**src/rtl/vga_pixel_pipe.sv**
```systemverilog
// VGA raster engine: sync timing, scaled 1bpp framebuffer fetch, resynchronised fg/bg colour to RGB.
// Latency RAM_LAT+2 clocks from counter to pins (colour selects: 3 clocks); free-running, no backpressure.
module vga_pixel_pipe #(
    parameter int H_ACTIVE   = 640,
    parameter int H_FP       = 16,
    parameter int H_SYNC     = 96,
    parameter int H_BP       = 48,
    parameter int V_ACTIVE   = 480,
    parameter int V_FP       = 10,
    parameter int V_SYNC     = 2,
    parameter int V_BP       = 33,
    parameter int SYNC_POL   = 0,
    parameter int COLOR_BITS = 2,
    parameter int X_SCALE    = 1,
    parameter int Y_SCALE    = 2,
    parameter int FB_STRIDE  = 800,
    parameter int ADDR_W     = 18,
    parameter int RAM_LAT    = 1
) (
    input  logic                  vgaclk,
    input  logic                  vgarst_n,
    output logic [ADDR_W-1:0]     raddr,
    input  logic                  bit_from_ram,
    input  logic [2:0]            fg_rgb,
    input  logic [2:0]            bg_rgb,
    output logic [COLOR_BITS-1:0] vr,
    output logic [COLOR_BITS-1:0] vg,
    output logic [COLOR_BITS-1:0] vb,
    output logic                  hsync,
    output logic                  vsync,
    output logic                  de,
    output logic                  frame_start,
    output logic                  line_start
);
    localparam int H_TOTAL = H_ACTIVE + H_FP + H_SYNC + H_BP;
    localparam int V_TOTAL = V_ACTIVE + V_FP + V_SYNC + V_BP;
    localparam int HW      = $clog2(H_TOTAL);
    localparam int VW      = $clog2(V_TOTAL);
    localparam int DLY     = RAM_LAT + 1;

    localparam logic [HW-1:0] H_ACT_C  = HW'(H_ACTIVE);
    localparam logic [HW-1:0] H_LAST   = HW'(H_TOTAL - 1);
    localparam logic [HW-1:0] HS_FIRST = HW'(H_ACTIVE + H_FP);
    localparam logic [HW-1:0] HS_LAST  = HW'(H_ACTIVE + H_FP + H_SYNC - 1);
    localparam logic [HW-1:0] X_DIV    = HW'(X_SCALE);
    localparam logic [VW-1:0] V_ACT_C  = VW'(V_ACTIVE);
    localparam logic [VW-1:0] V_LAST   = VW'(V_TOTAL - 1);
    localparam logic [VW-1:0] VS_FIRST = VW'(V_ACTIVE + V_FP);
    localparam logic [VW-1:0] VS_LAST  = VW'(V_ACTIVE + V_FP + V_SYNC - 1);
    localparam logic [VW-1:0] Y_DIV    = VW'(Y_SCALE);
    localparam logic          POL      = (SYNC_POL != 0);

    typedef struct packed {
        logic act;
        logic hs;
        logic vs;
        logic fs;
        logic ls;
    } ctl_t;

    logic [HW-1:0]         hcnt_q, hcnt_d;
    logic [VW-1:0]         vcnt_q, vcnt_d;
    logic [ADDR_W-1:0]     raddr_q, raddr_d;
    ctl_t                  dly_q [DLY];
    ctl_t                  dly_d [DLY];
    logic [2:0]            fg_s1_q, fg_s1_d, fg_s2_q, fg_s2_d;
    logic [2:0]            bg_s1_q, bg_s1_d, bg_s2_q, bg_s2_d;
    logic [COLOR_BITS-1:0] vr_q, vr_d, vg_q, vg_d, vb_q, vb_d;
    logic                  hsync_q, hsync_d, vsync_q, vsync_d;
    logic                  de_q, de_d, fs_q, fs_d, ls_q, ls_d;
    logic [2:0]            fg_eff, bg_eff, sel;
    logic                  active0;
    ctl_t                  ctl_out;

    always_comb begin
        hcnt_d = hcnt_q + 1'b1;
        vcnt_d = vcnt_q;
        if (hcnt_q == H_LAST) begin
            hcnt_d = '0;
            vcnt_d = (vcnt_q == V_LAST) ? '0 : vcnt_q + 1'b1;
        end
    end

    // Stage 0: decode the raster position and launch the framebuffer read.
    always_comb begin
        active0   = (hcnt_q < H_ACT_C) && (vcnt_q < V_ACT_C);
        dly_d[0]  = '{act: active0,
                      hs:  (hcnt_q >= HS_FIRST) && (hcnt_q <= HS_LAST),
                      vs:  (vcnt_q >= VS_FIRST) && (vcnt_q <= VS_LAST),
                      fs:  (hcnt_q == '0) && (vcnt_q == '0),
                      ls:  (hcnt_q == '0) && (vcnt_q < V_ACT_C)};
        for (int i = 1; i < DLY; i++) begin
            dly_d[i] = dly_q[i-1];
        end
        raddr_d = raddr_q;
        if (active0) begin
            raddr_d = ADDR_W'(32'(vcnt_q / Y_DIV) * 32'(FB_STRIDE) + 32'(hcnt_q / X_DIV));
        end
    end

    // Identical selects would render invisibly, so force white-on-black instead.
    always_comb begin
        fg_s1_d = fg_rgb;
        bg_s1_d = bg_rgb;
        fg_s2_d = fg_s1_q;
        bg_s2_d = bg_s1_q;
        fg_eff  = fg_s2_q;
        bg_eff  = bg_s2_q;
        if (fg_s2_q == bg_s2_q) begin
            fg_eff = 3'b111;
            bg_eff = 3'b000;
        end
        sel     = bit_from_ram ? fg_eff : bg_eff;
        ctl_out = dly_q[DLY-1];
        vr_d    = ctl_out.act ? {COLOR_BITS{sel[0]}} : '0;
        vg_d    = ctl_out.act ? {COLOR_BITS{sel[1]}} : '0;
        vb_d    = ctl_out.act ? {COLOR_BITS{sel[2]}} : '0;
        hsync_d = ctl_out.hs ? POL : ~POL;
        vsync_d = ctl_out.vs ? POL : ~POL;
        de_d    = ctl_out.act;
        fs_d    = ctl_out.fs;
        ls_d    = ctl_out.ls;
    end

    always_ff @(posedge vgaclk) begin
        if (!vgarst_n) begin
            hcnt_q  <= '0;
            vcnt_q  <= '0;
            raddr_q <= '0;
            for (int i = 0; i < DLY; i++) begin
                dly_q[i] <= '0;
            end
            fg_s1_q <= '0;
            fg_s2_q <= '0;
            bg_s1_q <= '0;
            bg_s2_q <= '0;
            vr_q    <= '0;
            vg_q    <= '0;
            vb_q    <= '0;
            hsync_q <= ~POL;
            vsync_q <= ~POL;
            de_q    <= 1'b0;
            fs_q    <= 1'b0;
            ls_q    <= 1'b0;
        end else begin
            hcnt_q  <= hcnt_d;
            vcnt_q  <= vcnt_d;
            raddr_q <= raddr_d;
            for (int i = 0; i < DLY; i++) begin
                dly_q[i] <= dly_d[i];
            end
            fg_s1_q <= fg_s1_d;
            fg_s2_q <= fg_s2_d;
            bg_s1_q <= bg_s1_d;
            bg_s2_q <= bg_s2_d;
            vr_q    <= vr_d;
            vg_q    <= vg_d;
            vb_q    <= vb_d;
            hsync_q <= hsync_d;
            vsync_q <= vsync_d;
            de_q    <= de_d;
            fs_q    <= fs_d;
            ls_q    <= ls_d;
        end
    end

    assign raddr       = raddr_q;
    assign vr          = vr_q;
    assign vg          = vg_q;
    assign vb          = vb_q;
    assign hsync       = hsync_q;
    assign vsync       = vsync_q;
    assign de          = de_q;
    assign frame_start = fs_q;
    assign line_start  = ls_q;
endmodule

```
**config.mk**
```make
export PLATFORM = sky130hd
export DESIGN_NAME = vga_pixel_pipe
export DESIGN_NICKNAME = d
export VERILOG_FILES = /design/src/rtl/vga_pixel_pipe.sv
export SDC_FILE = /design/constraint.sdc
export NUM_CORES = 1
export LEC_CHECK = 0
export CAP_MARGIN = 25
export CORE_UTILIZATION = 51
export DETAILED_ROUTE_END_ITERATION = 16
export PLACE_DENSITY_LB_ADDON = 0.08
export SKIP_CTS_REPAIR_TIMING = 1
export SLEW_MARGIN = 20
export SYNTH_ARGS = -nofsm -noshare
export SYNTH_HDL_FRONTEND = slang
export SYNTH_SLANG_ARGS = --single-unit
```
**constraint.sdc**
```tcl
create_clock -name vgaclk -period 3.6 [get_ports vgaclk]
set_input_delay 0.54 -clock vgaclk [delete_from_list [all_inputs] [get_ports vgaclk]]
set_output_delay 0.54 -clock vgaclk [all_outputs]
set_load 0.01 [all_outputs]
```
==> results of run 1 <==
-- final cells by class --
cell class | count | area (µm²) | area share
multi-input combinational | 280 | 2116 | 0.4831
tap | 80 | 100.1 | 0.02286
clock buffer | 10 | 137.6 | 0.03143
clock inverter | 6 | 87.58 | 0.02000
timing repair buffer | 50 | 467.9 | 0.1069
sequential | 68 | 1373 | 0.3134
inverter | 26 | 97.59 | 0.02229
-- layer usage --
metal  vias up  GRT usage  share of wire
li1       1382          -              -
met2        49     0.3535           0.49
met5         -          0              0
met3         8    0.05005          0.028
met1      1260     0.2530           0.47
met4         0    0.07727          0.013
-- stage by stage --
step                      setup TNS [ns]  area (µm²)  power [mW]  instances  utilization
after floorplan                        0        3557      0.8297        386            -
after global placement                 0        4069      0.8561        504       0.6022
after detailed placement        -0.06813        4069      0.8583        504       0.6022
after CTS                        -0.1825        4294       1.560        520       0.6356
after global routing            -0.01660        4379       1.596        520       0.6481
final                                  0        4379       1.537        520       0.6481
-- cells by family (layout without fill, tap and decap cells) --
logic type / after synthesis / in the layout
compound gates: 58 / 58
xor+xnor: 37 / 37
fa+ha+maj: 52 / 52
buf+inv: 38 / 92
flops: 68 / 68
mux: 1 / 1
simple gates: 132 / 132
-- placed cells by master, fill, tap and decap left out, drive strengths merged, types with 2 or more instances in the layout --
cell and count:
clkbuf 10, o21bai 3, nand4 2, clkdlybuf4s50 37, clkinv 4, and4 2, nor2 39, xnor2 24
a21o 2, a31oi 2, buf 13, dfxtp 68, nor3 10, a21oi 21, ha 47, bufinv 2
o21a 2, and2 21, xor2 12, o21ai 14, fa 5, inv 26, nand3 11, a211oi 9
nand2 38
-- worst register-to-register path, cell delays in order, from the launching register on --
cell and delay, ns:
dfxtp_4 0.37, inv_1 0.07, ha_1 0.29, ha_2 0.20
fa_1 0.55, ha_4 0.23, xnor2_2 0.14, or4_4 0.55
a211oi_4 0.29, o2111a_1 0.25, nand3_1 0.09, xnor2_1 0.13
a211oi_1 0.21
-- path summary, 6_finish.rpt --
check                                end  slack [ns]  depth (start not counted)
setup / recovery  raddr[16]$_SDFFE_PN0P_        0.14                         12
hold / removal          hsync$_SDFF_PN1_        0.36                          1
setup reg to reg  raddr[16]$_SDFFE_PN0P_        0.14                         12
hold reg to reg         hsync$_SDFF_PN1_        0.36                          1
-- where the power goes --
| part | switching (mW) | internal, mW |
|---|---|---|
| clock network | 0.290 | 0.409 |
| logic | 0.0307 | 0.0310 |
| registers | 0.00834 | 0.768 |
-- flip-flops by register name, indices dropped and copies added, names as in the netlist --
name         flops
raddr           18
dly_q           10
hcnt_q          10
vcnt_q          10
bg_s1_q          3
bg_s2_q          3
fg_s1_q          3
fg_s2_q          3
de               1
frame_start      1
hsync            1
line_start       1
vb               1
vg               1
vr               1
vsync            1
==> results.yml, run 1 <==
synthesis:
  synthTopCellsByArea: "dfxtp_1, ha_1, xnor2_1"
  syn_inst: 386
  yosys.area_share.simple: 0.1783
  yosys.area.top_type: "dfxtp_1"
  synth_xor_area_frac: 0.09708
  muxShareOfSynthArea: 0.002814
  syn_area_per_cell_um2: 9.215
  synthTopCellsByCount: "dfxtp_1, ha_1, nor2_1"
  synth.cell_area_um2: 3557
  synth_top_cell_area_share: 0.3827
  synth_fa_ha_area_frac: 0.1935
  synth_compound_area_frac: 0.1024
  synth_top_family_by_area: "adder cells"
  syn_nets: 447
  synth.most_common_cell: "dfxtp_1"
  ys.warnings.count: 0
  synth-main-ff-cell: "dfxtp_1"
  async_flop_share: 0
  synth_edf_count: 0
  ys_seq_area_frac: 0.3827
  netlist-cell-type-count: 41
  ys_seq_elements: 68
hold_path:
  hp-class: "reg -> reg"
  min_from: "dly_q[0][8]$_SDFF_PN0_"
floorplan:
  io_pins: 38
  dieHeight_um: 85.52
  start_util: 0.5265
  fp-row-count: 30
  dieArea_um2: 7313
  core_um2: 6756
  die_x_um: 85.52
critical_path:
  slowest_stage: "fa_1"
  crit_required_ns: 3.85
  path_buf_inv: 1
  endpoint_kind: "register"
  path_max_fanout: 5
  cp_data_arrival_time_ns: 3.71
  path_class: "reg -> reg"
  startpoint: "vcnt_q[3]$_SDFFE_PN0P_"
  crit_chain: "inv_1, ha_1, ha_2, fa_1, ha_4, xnor2_2, or4_4, a211oi_4, o2111a_1, nand3_1, xnor2_1, a211oi_1"
  cp-start-kind: "register"
  crit_path_max_incr_delay_ns: 0.55
  r2r_start: "vcnt_q[3]$_SDFFE_PN0P_"
  critPathTopFamily: "adder cells"
detailed_routing:
  detail_route.wl_per_cell_um: 13.27
  firstDrtPassIters: 4
  drc: 0
  first_iter_violations: 87
  drtAntennaViolNets: 0
  routed_wl_um: 6901
  via_count: 2699
  viasPerCell: 5.190
timing:
  fin_crit_ns: 3.455
  slew-limit-headroom: 0.4329
  worst_slack_ns: 0.1449
  setup_viol: 0
  slew_viol_final: 0
  worst_pin_slew_ns: 0.8498
  fin_skew_ns: 0.01031
  post-route-period-util: 0.9598
  hold_violations: 0
  hold_ws_ns: 0.3638
  fmax_mhz: 289.4
layout:
  nFillCells: 575
  antennaDiodeCount: 0
  fin_nets: 496
  layout-drive-gt1-share: 0.1068
  area_delta_synth_final_pct: 23.11
power_and_ir_drop:
  power_per_cell_area_nw_per_um2: 351.0
  ir_drop_v: 0.0002430
  p_leak_nw: 1.901
grt:
  grt_util_all_layers: 0.2067
  grt_antenna_before_repair: 0
  grt_max_degree: 26
  grt_overflow: 0
  grt_pass1_wl_um: 11740
  grt_pass1_vias: 2609
clocking:
  cts_tree: "built"
  path_clk_slew_ns: 0.08
  cts_sinks: 68
  cts-root-buf: "clkbuf_8"
  clk_latency_ns: 0.34
  h-tree-depth: 3
  cts_max_path_buffers: 2
  cts_buffers: 9
placement:
  dp_slack_ns: -0.06688
  place_congestion: 0.8208
  hpwl_um: 5091
  port_buffers: 37
status:
  outcome: "complete, no violations"
run:
  maxCapViolCount: 0
Power figures use the tool's default switching activity.
==> run 2: changes to the inputs <==
Settings changed: CAP_MARGIN 25 to 20, CTS_CLUSTER_SIZE from default to 10, SLEW_MARGIN 20 to default.
==> results of run 2 <==
Same layout as run 1: the final DEF is identical, and so are final timing and power.
==> run 3: changes to the inputs <==
Settings changed: GPL_TIMING_DRIVEN from default to 1.
==> results of run 3 <==
Same layout as run 1: the final DEF is identical, and so are final timing and power.
